`src/rtl/jk_pattern_driver.sv`:
```
// rtl/jk_pattern_driver.sv - drives an external JK flop through a target bit pattern
// Each bit takes three cycles (SETUP, APPLY, CHECK); j/k are only non-zero during APPLY.
module jk_pattern_driver #(
  parameter int WIDTH      = 8,
  parameter int USE_TOGGLE = 0
) (
  input  logic                       i_clk,
  input  logic                       i_reset,
  input  logic                       i_start,
  input  logic [WIDTH-1:0]           i_pattern,
  input  logic                       i_q,
  input  logic                       i_q_bar,
  output logic                       o_j,
  output logic                       o_k,
  output logic                       o_busy,
  output logic                       o_done,
  output logic                       o_err,
  output logic [$clog2(WIDTH+1)-1:0] o_err_count
);

  localparam int   CW  = $clog2(WIDTH + 1);
  localparam int   IW  = (WIDTH > 1) ? $clog2(WIDTH) : 1;
  localparam logic TOG = (USE_TOGGLE != 0);

  typedef enum logic [2:0] {
    S_IDLE  = 3'd0,
    S_SETUP = 3'd1,
    S_APPLY = 3'd2,
    S_CHECK = 3'd3,
    S_DONE  = 3'd4
  } state_t;

  state_t           r_state;
  state_t           w_next;
  logic [WIDTH-1:0] r_shreg;
  logic [IW-1:0]    r_idx;
  logic             r_j;
  logic             r_k;
  logic             r_err;
  logic [CW-1:0]    r_err_count;

  logic w_t;
  logic w_j;
  logic w_k;
  logic w_last;
  logic w_mismatch;

  assign w_t    = r_shreg[0];
  assign w_last = (r_idx == IW'(WIDTH - 1));

  // Excitation from the live q so a drifted flop is pulled back on the next bit.
  assign w_j = (~i_q & w_t) | (TOG & i_q & ~w_t);
  assign w_k = (i_q & ~w_t) | (TOG & ~i_q & w_t);

  assign w_mismatch = (i_q != w_t) || (i_q_bar != ~i_q);

  always_ff @(posedge i_clk) begin
    if (i_reset) begin
      r_state <= S_IDLE;
    end else begin
      r_state <= w_next;
    end
  end

  always_comb begin
    w_next = r_state;
    case (r_state)
      S_IDLE:  w_next = i_start ? S_SETUP : S_IDLE;
      S_SETUP: w_next = S_APPLY;
      S_APPLY: w_next = S_CHECK;
      S_CHECK: w_next = w_last ? S_DONE : S_SETUP;
      S_DONE:  w_next = S_IDLE;
      default: w_next = S_IDLE;
    endcase
  end

  always_comb begin
    o_busy      = (r_state == S_SETUP) || (r_state == S_APPLY) || (r_state == S_CHECK);
    o_done      = (r_state == S_DONE);
    o_j         = r_j;
    o_k         = r_k;
    o_err       = r_err;
    o_err_count = r_err_count;
  end

  always_ff @(posedge i_clk) begin
    if (i_reset) begin
      r_shreg     <= '0;
      r_idx       <= '0;
      r_j         <= 1'b0;
      r_k         <= 1'b0;
      r_err       <= 1'b0;
      r_err_count <= '0;
    end else begin
      r_j <= 1'b0;
      r_k <= 1'b0;
      case (r_state)
        S_IDLE: begin
          if (i_start) begin
            r_shreg     <= i_pattern;
            r_idx       <= '0;
            r_err       <= 1'b0;
            r_err_count <= '0;
          end
        end
        S_SETUP: begin
          r_j <= w_j;
          r_k <= w_k;
        end
        S_CHECK: begin
          if (w_mismatch) begin
            r_err <= 1'b1;
            if (r_err_count != CW'(WIDTH)) begin
              r_err_count <= r_err_count + 1'b1;
            end
          end
          if (!w_last) begin
            r_shreg <= r_shreg >> 1;
            r_idx   <= r_idx + 1'b1;
          end
        end
        default: ;
      endcase
    end
  end

endmodule

```
`config.mk`:
```
export PLATFORM = sky130hd
export DESIGN_NAME = jk_pattern_driver
export DESIGN_NICKNAME = d
export VERILOG_FILES = /design/src/rtl/jk_pattern_driver.sv
export SDC_FILE = /design/constraint.sdc
export NUM_CORES = 1
export LEC_CHECK = 0
export ABC_AREA = 0
export CAP_MARGIN = 20
export CORE_ASPECT_RATIO = 1.1
export CORE_MARGIN = 1
export CORE_UTILIZATION = 30
export DETAILED_ROUTE_END_ITERATION = 10
export PLACE_DENSITY = 0.48
export SETUP_SLACK_MARGIN = 0.02
export SYNTH_ARGS = -nofsm -noshare
export SYNTH_HDL_FRONTEND = slang
export SYNTH_SLANG_ARGS = --single-unit
export TNS_END_PERCENT = 50
```
`constraint.sdc`:
```
create_clock -name i_clk -period 4.55 [get_ports i_clk]
set_input_delay 1.1375 -clock i_clk [delete_from_list [all_inputs] [get_ports i_clk]]
set_output_delay 1.1375 -clock i_clk [all_outputs]
set_load 0.005 [all_outputs]
```
[Word-level counts from Yosys, hierarchy flattened]
Index checks and enable logic that the tools add are counted.
W data, S select, Z words.
Word-level totals
  register bits: 21
  input port bits: 13
  output and inout port bits: 9
  word-level logic and storage cells: 51
Cells by class
  add/subtract/negate cells: 2
  eq/ne operators: 12
  mux-type cells: 16
  bitwise operators: 5
  reductions and logical operators: 9
Operators with widths (count)
  $mux W8: 2
  $pmux W8 S2: 1
  $mux W4: 3
  $pmux W3 S4: 1
  $mux W3: 3
  $pmux W4 S2: 1
  $eq A3 B2 Y1 const B: 2
  $eq A3 B3 Y1 const B: 2
  $ne A2 B2 Y1 const B: 3
  $pmux W3 S2: 1
  $reduce_and A3 Y1: 2
  $add A4 B1 Y4 const B: 1
  $ne A4 B4 Y1 const B: 1
  $reduce_and A4 Y1: 1
  $add A3 B1 Y3 const B: 1
  $eq A3 B1 Y1 const B: 1
  $logic_not A3 Y1: 1
  $logic_or A1 B1 Y1: 3
  $mux W1: 3
  $not A1 Y1: 3
  $and A1 B1 Y1: 2
  $ne A1 B1 Y1: 2
  $ne A2 B1 Y1 const B: 1
  $pmux W1 S2: 1
  2 further kinds: 2

[Logic depth before layout (Yosys ltp)]
Gate-level depths: netlist (run 1).
  depth in word-level cells: 5
  depth in mapped cells: 6
  depth with buffers taken out: 5

[Least setup slack after synthesis (run 1)]
OpenSTA, ideal clock, no wires.
  path type: input-to-reg
  from: input port i_q
  to: register r_err_count[2] (netlist: o_err_count[2])
  arrival time: 2348 ps
  data required time: 4476 ps
  setup slack: 2127 ps
  stages: 5
  path buffers: 0
  cell sequence: inv_1 ha_1 a221o_1 or3b_1 a31oi_1
On the way
  cells in the longest elaborated chain, start to end: 5
  elaborated cells between the ends (all ways): 6
  those cells by class: eq/ne (3); bitwise (1); reduce/logical (2)
Ends and longest elaborated chain
  start: declaration: line 11  | input logic i_q,
  $not A1 Y1: line 55  | assign w_mismatch = (i_q != w_t) || (i_q_bar != ~i_q);
  $ne A1 B1 Y1: line 55
  $logic_or A1 B1 Y1 (*): line 55
  $ne A2 B2 Y1 (no source line) (*)
  $reduce_and A4 Y1 (no source line) (*)
  end signal: assignment: line 114  | r_err_count <= r_err_count + 1'b1;
  end: declaration: line 40  | logic [CW-1:0] r_err_count;
Mark *: on every way between the ends. The rest lies on a longest branch, timed or not.
A chain may end at the register's enable or synchronous reset.

[Final worst setup path (run 1)]
Ends and elaborated chain as after synthesis.

==> run_results.csv, run 1 <==
group,metric,value,unit
synth,yosys_warnings,0,
final_layout,multi_input_area,526,um2
global_routing,grt_pass1_vias,814,
sta,fmax,363,MHz
worst_setup_path,cp_max_fo,8,
final_layout,final_nets,155,
sta,rsz0062_at_grt,"false",
final_layout,final_cells,169,
global_routing,antenna_found_initial,0,
sta,drv_slew,0,
placed_design,placed_area,1220,um2
sta,fin_skew,0.000771,ns
floorplanning,coreArea,3150,um2
clock_network,clk_pin_slew,0.12,ns
sta,max-slew-margin-rel,50.6,%
synth,synth_top_area_cell,"dfxtp_1",
clock_network,cts_root_buffer,"clkbuf_4",
worst_setup_path,crit_arrival,2.99,ns
final_layout,antenna-diode-count,0,
global_routing,grt_max_degree,21,
routing,drt_iter0_markers,35,
placed_design,hpwl,1.38,mm
run_status,status,"finished with violations",
synth,synthTopCellsByCount,"dfxtp_1 (21), nand2_1 (17), nor2_1 (12), a21oi_1 (8), nand3_1 (8)",
floorplanning,io_pins,22,
clock_network,clock-sinks,21,
synth,ys_ff_latch,21,
synth,synthCells,116,
global_routing,grt_usage,12.3,%
routing,drc,2,
synth,synth-seq-area-share,41.2,%
floorplanning,die_h,63.1,um
sta,tns,0,ns
sta,fin_crit_sh,60.6,%
clock_network,clk_latency,0.30,ns
floorplanning,num_rows,21,
worst_setup_path,crit_type,"input pin to flop",
worst_hold_path,hold_class,"flop to flop",
synth,synth_ff_type,"dfxtp_1",
routing,drt-wirelength-per-cell,11.6,um
synth,async_flop_share,0,%
worst_setup_path,start_kind,"input pin",
sta,setup_viol,0,
floorplanning,dieArea,3640,um2
placed_design,io_buffers,21,
synth,yosys.cell_count.top_type,"dfxtp_1",
routing,routed_wl,1.97,mm
floorplanning,start_util,32.3,%
synth,synth_top_area_share,41.2,%
run,max-cap-violations,0,
synth,synth_edf_count,0,
clock_network,cts_buffers,3,
run_status,violations,"DRC",
routing,vias,820,
synth,syn_nets,135,
worst_setup_path,worstSetupEndpointType,"flop",
floorplanning,die_width,57.6,um
worst_setup_path,worstPathRequired,4.78,ns
final_layout,drive_above_1_share,5.93,%
sta,worst_slew_pin_slew,0.739,ns
global_routing,grt_overflow,0,
final_layout,fin_area,1250,um2
synth,syn-mean-instance-area,8.79,um2
clock_network,cts_hold_buf,0,
sta,min_period,2.76,ns
clock_network,htree_levels,1,
clock_network,cts_tree,"built",
power_and_ir_drop,p_total,0.000406,W
routing,first_pass_iters,7,
final_layout,nFillCells,330,
routing,drtAntennaViolNets,0,
synth,synth_cell_type_count,32,
routing,viasPerCell,4.85,
sta,fin_hold_ws,0.464,ns
power_and_ir_drop,max-vdd-ir-drop,215,uV
placed_design,dp_cells,165,
global_routing,grt_pass1_wl,3.52,mm
synth,netlist_area,1020,um2
clock_network,postCtsResizedCells,0,
power_and_ir_drop,power.density,325,nW/um2
clock_network,clk_path_buf_depth,2,
power_and_ir_drop,power_leakage,0.493,nW
synth,synth_area_leaders,"dfxtp_1 (41%), ha_1 (7.4%), nand2_1 (6.3%)",
clock_network,post_cts_buffers,0,
placed_design,gp_congestion,0.696,
final_layout,areaGrowthSynthToFinish,22.5,%
sta,finalHoldViolCount,0,
final_layout,ff_latch_area,420,um2
## cells in the final DEF, fill, tap and decap left out, types with 2 or more instances in the layout
cell type	instances
clkdlybuf4s50_1	21
dfxtp_1	21
nand2_1	17
nor2_1	12
nand3_1	8
a21oi_1	8
a311oi_1	7
inv_1	6
ha_1	6
and2_1	3
nor3_1	3
clkbuf_4	3
a31oi_1	2
## where the power goes
part	switching, W	leakage, nW	internal [W]
Clock	0.0000565	0.0177	0.0000328
Combinational	0.0000514	0.304	0.0000454
Sequential	0.0000163	0.171	0.000203
Total	0.000124	0.493	0.000281
## state kept, by name, indices dropped and copies added (netlist names)
name,flops
o_err_count,4
o_err,1
r_shreg,8
r_state,3
r_idx,3
o_k,1
o_j,1
## through the flow
step | util, % | setup slack (ns)
6_report | 39.6 | 1.79
2_1_floorplan | - | 2.13
4_1_cts | 39.6 | 1.79
5_1_grt | 39.6 | 1.67
3_3_place_gp | 38.7 | 1.50
3_5_place_dp | 38.7 | 1.47
## worst paths after layout
check | from | to | cells past startpoint | slack (ns)
min | r_idx[1]$_SDFFE_PP0P_ | r_idx[1]$_SDFFE_PP0P_ | 2 | 0.46
max reg2reg | r_state[2]$_SDFF_PP0_ | r_shreg[5]$_SDFFE_PP0P_ | 4 | 2.74
min reg2reg | r_idx[1]$_SDFFE_PP0P_ | r_idx[1]$_SDFFE_PP0P_ | 2 | 0.46
max | i_q | o_err_count[2]$_SDFFE_PP0P_ | 6 | 1.79
## cell families (layout without fill, tap and decap cells)
group	count (synthesis)	count (layout)	share of synthesized area, %
adder cells (fa/ha/maj)	6	6	7.36
AND/OR/NAND/NOR	54	54	27.2
AO/OA/AOI/OAI	21	21	15.2
flip-flops	21	21	41.2
buffers and inverters	12	31	7.24
XOR/XNOR	2	2	1.72
## final cells by class
cell class / count / area share [%]
Sequential cell: 21 / 33.7
Timing Repair Buffer: 21 / 16.8
Multi-Input combinational cell: 83 / 42.1
Clock buffer: 3 / 1.80
Tap cell: 34 / 3.41
Inverter: 6 / 1.80
Clock inverter: 1 / 0.401
## layer usage
layer	wire, um	part of all wire [%]	track usage (%)
met1	987	50	15.6
met2	861	44	19.6
met3	99	5.0	3.90
met4	19	0.97	3.66
met5	0	0	0
## critical path, stage by stage
cell and delay (ns):
clkdlybuf4s50_1 0.52, inv_1 0.06, ha_1 0.31, a221o_1 0.42
or3b_1 0.40, a31oi_1 0.15
No activity file was read; power rests on OpenSTA's default activity.
==> run 2, diff against run 1 <==
==> constraint.sdc (replaced) <==
create_clock -name i_clk -period 2.8 [get_ports i_clk]
set_input_delay 0.7 -clock i_clk [delete_from_list [all_inputs] [get_ports i_clk]]
set_output_delay 0.7 -clock i_clk [all_outputs]
set_load 0.005 [all_outputs]
==> run 2 against run 1 <==
Effect of this change:
- the flow still finishes with violations (DRC)
- worst hold slack better by 0.0050 ns
- clock-buffer cell count stayed put
- sequential cell count stayed put
- utilization is 0.24 points higher
- die area stayed put
- cell count is 0.59% higher
- combinational power is 63% higher
- total power is 61% higher
- non-clock buffer count is 1 higher
- largest power group unchanged
==> run_results.csv, run 2 (same netlist as run 1, synthesis figures left out) <==
group,metric,value,unit
worst_setup_path,path_cells,"clkdlybuf4s50_1, inv_1, ha_1, a221o_1, or3b_1, a31oi_1",
worst_hold_path,hold_class,"flop to flop",
global_routing,antenna_found_initial,0,
routing,drc,1,
global_routing,grt_pass1_vias,760,
global_routing,grt_usage,11.9,%
sta,fin_crit_sh,82.5,%
global_routing,grt_overflow,0,
worst_setup_path,r2r_end,"r_shreg[5]$_SDFFE_PP0P_",
clock_network,clk_latency,0.29,ns
clock_network,postCtsResizedCells,0,
placed_design,hpwl,1.40,mm
worst_setup_path,crit_path_end,"o_err_count[2]$_SDFFE_PP0P_",
power_and_ir_drop,clkPwrFrac,21.4,%
worst_setup_path,path_depth,6,
routing,first_pass_iters,9,
final_layout,fin_area,1260,um2
final_layout,areaGrowthSynthToFinish,23.2,%
global_routing,grt_max_degree,18,
run_status,violations,"DRC",
floorplanning,die_width,57.6,um
sta,setup_viol,0,
power_and_ir_drop,combPwrFrac,24.1,%
power_and_ir_drop,p_int,0.000458,W
sta,fmax,433,MHz
worst_setup_path,cp_slowest_stage_delay,0.52,ns
floorplanning,dieArea,3640,um2
worst_setup_path,cp_max_fo,8,
clock_network,cts_root_buffer,"clkbuf_4",
worst_setup_path,crit_type,"input pin to flop",
worst_setup_path,cp_slowest_cell,"clkdlybuf4s50_1",
worst_setup_path,reg2reg_from,"r_state[2]$_SDFF_PP0_",
clock_network,cts_tree,"built",
worst_setup_path,cp_top_family,"buffers and inverters",
worst_setup_path,ff2ff_setup_slack,1.01,ns
worst_setup_path,cp_num_buf_inv,2,
power_and_ir_drop,power.density,521,nW/um2
clock_network,clock-sinks,21,
global_routing,grt_pass1_wl,3.35,mm
clock_network,cts_buffers,3,
floorplanning,num_rows,21,
sta,max-slew-margin-rel,71.2,%
clock_network,htree_levels,1,
sta,tns,0,ns
sta,fin_skew,0.000526,ns
run,max-cap-violations,0,
routing,viasPerCell,4.85,
final_layout,layout_common_cells,"clkdlybuf4s50_1 (21), dfxtp_1 (21), nand2_1 (17)",
clock_network,clk_pin_slew,0.11,ns
final_layout,final_nets,156,
power_and_ir_drop,pwr-share-seq,54.5,%
placed_design,io_buffers,21,
power_and_ir_drop,switchingPower,0.000197,W
run_status,status,"finished with violations",
sta,drv_slew,0,
placed_design,placed_area,1230,um2
final_layout,antenna-diode-count,0,
routing,drt-wirelength-per-cell,11.4,um
final_layout,regMostFlops,"r_shreg",
final_layout,nFillCells,323,
worst_setup_path,worstSetupEndpointType,"flop",
final_layout,drive_above_1_share,6.62,%
power_and_ir_drop,max-vdd-ir-drop,236,uV
sta,worst_slew_pin_slew,0.431,ns
sta,rsz0062_at_grt,"false",
worst_setup_path,crit_arrival,2.54,ns
clock_network,post_cts_buffers,0,
routing,routed_wl,1.94,mm
placed_design,pre_cts_ws,0.162,ns
worst_setup_path,start_kind,"input pin",
routing,vias,825,
floorplanning,io_pins,22,
worst_setup_path,rr_worst_depth,4,
sta,finalHoldViolCount,0,
floorplanning,coreArea,3150,um2
floorplanning,start_util,32.3,%
sta,min_period,2.31,ns
worst_setup_path,worstPathRequired,3.03,ns
routing,drtAntennaViolNets,0,
power_and_ir_drop,power_leakage,0.498,nW
final_layout,largest_reg_flops,8,
worst_setup_path,cp-startpoint,"i_q",
power_and_ir_drop,switching_share,30.1,%
routing,drt_iter0_markers,26,
floorplanning,die_h,63.1,um
placed_design,gp_congestion,0.701,
clock_network,clk_path_buf_depth,2,
clock_network,cts_hold_buf,0,
sta,fin_ws,0.489,ns
## run 2: cell types whose count changed in the layout (fill, tap and decap cells not counted)
cell	before	now
buf_4	0	1
## run 2: routing by layer
metal  global-route usage [%]  wire (um)  part of all wire [%]
met5                        0          0                     0
met4                     6.40         19                  0.98
met2                     17.6        845                    44
met1                     16.2        999                    52
met3                     2.05         75                   3.9
## run 2: through the flow
stage                     cells  util (%)  total power (W)  hold slack, ns
after floorplan             116         -         0.000483           0.436
after global placement      166      39.0         0.000522           0.441
after detailed placement    166      39.0         0.000524           0.460
after CTS                   170      39.8         0.000672           0.476
after global routing        170      39.8         0.000704           0.488
final                       170      39.8         0.000655           0.469
## run 2: worst min-delay path by stage
stage	startpoint	endpoint	slack [ns]	depth (start not counted)
finish	r_idx[1]$_SDFFE_PP0P_	r_idx[1]$_SDFFE_PP0P_	0.47	2
global route	r_idx[2]$_SDFFE_PP0P_	r_idx[2]$_SDFFE_PP0P_	0.49	2
CTS	r_idx[1]$_SDFFE_PP0P_	r_idx[1]$_SDFFE_PP0P_	0.48	2
floorplan	r_idx[1]$_SDFFE_PP0P_	r_idx[1]$_SDFFE_PP0P_	0.44	2
detailed placement	r_idx[1]$_SDFFE_PP0P_	r_idx[1]$_SDFFE_PP0P_	0.46	2
global placement	r_idx[2]$_SDFFE_PP0P_	r_idx[2]$_SDFFE_PP0P_	0.44	2
## run 2: worst reg2reg max path, cell delays in order, from the launching register on
cell and delay (ns):
dfxtp_1 0.39, or4b_1 0.74, o21ai_4 0.26, nor2_1 0.08
a311oi_1 0.24
## run 2: cell type report
class                   count  area, um2  area share (%)
well taps                  34       42.5            3.39
inverters                   6       22.5            1.79
flip-flops and latches     21        420            33.5
repair buffers             22        218            17.3
clock inverters             1       5.00           0.398
multi-input cells          83        526            41.8
clock buffers               3       22.5            1.79
## run 2: power groups by stage
| stage | combinational [W] | clock [W] | sequential, W |
|---|---|---|---|
| floorplan | 0.000124 | 0 | 0.000359 |
| global placement | 0.000159 | 0 | 0.000363 |
| detailed placement | 0.000160 | 0 | 0.000364 |
| CTS | 0.000162 | 0.000153 | 0.000357 |
| global route | 0.000180 | 0.000162 | 0.000363 |
| finish | 0.000158 | 0.000140 | 0.000357 |
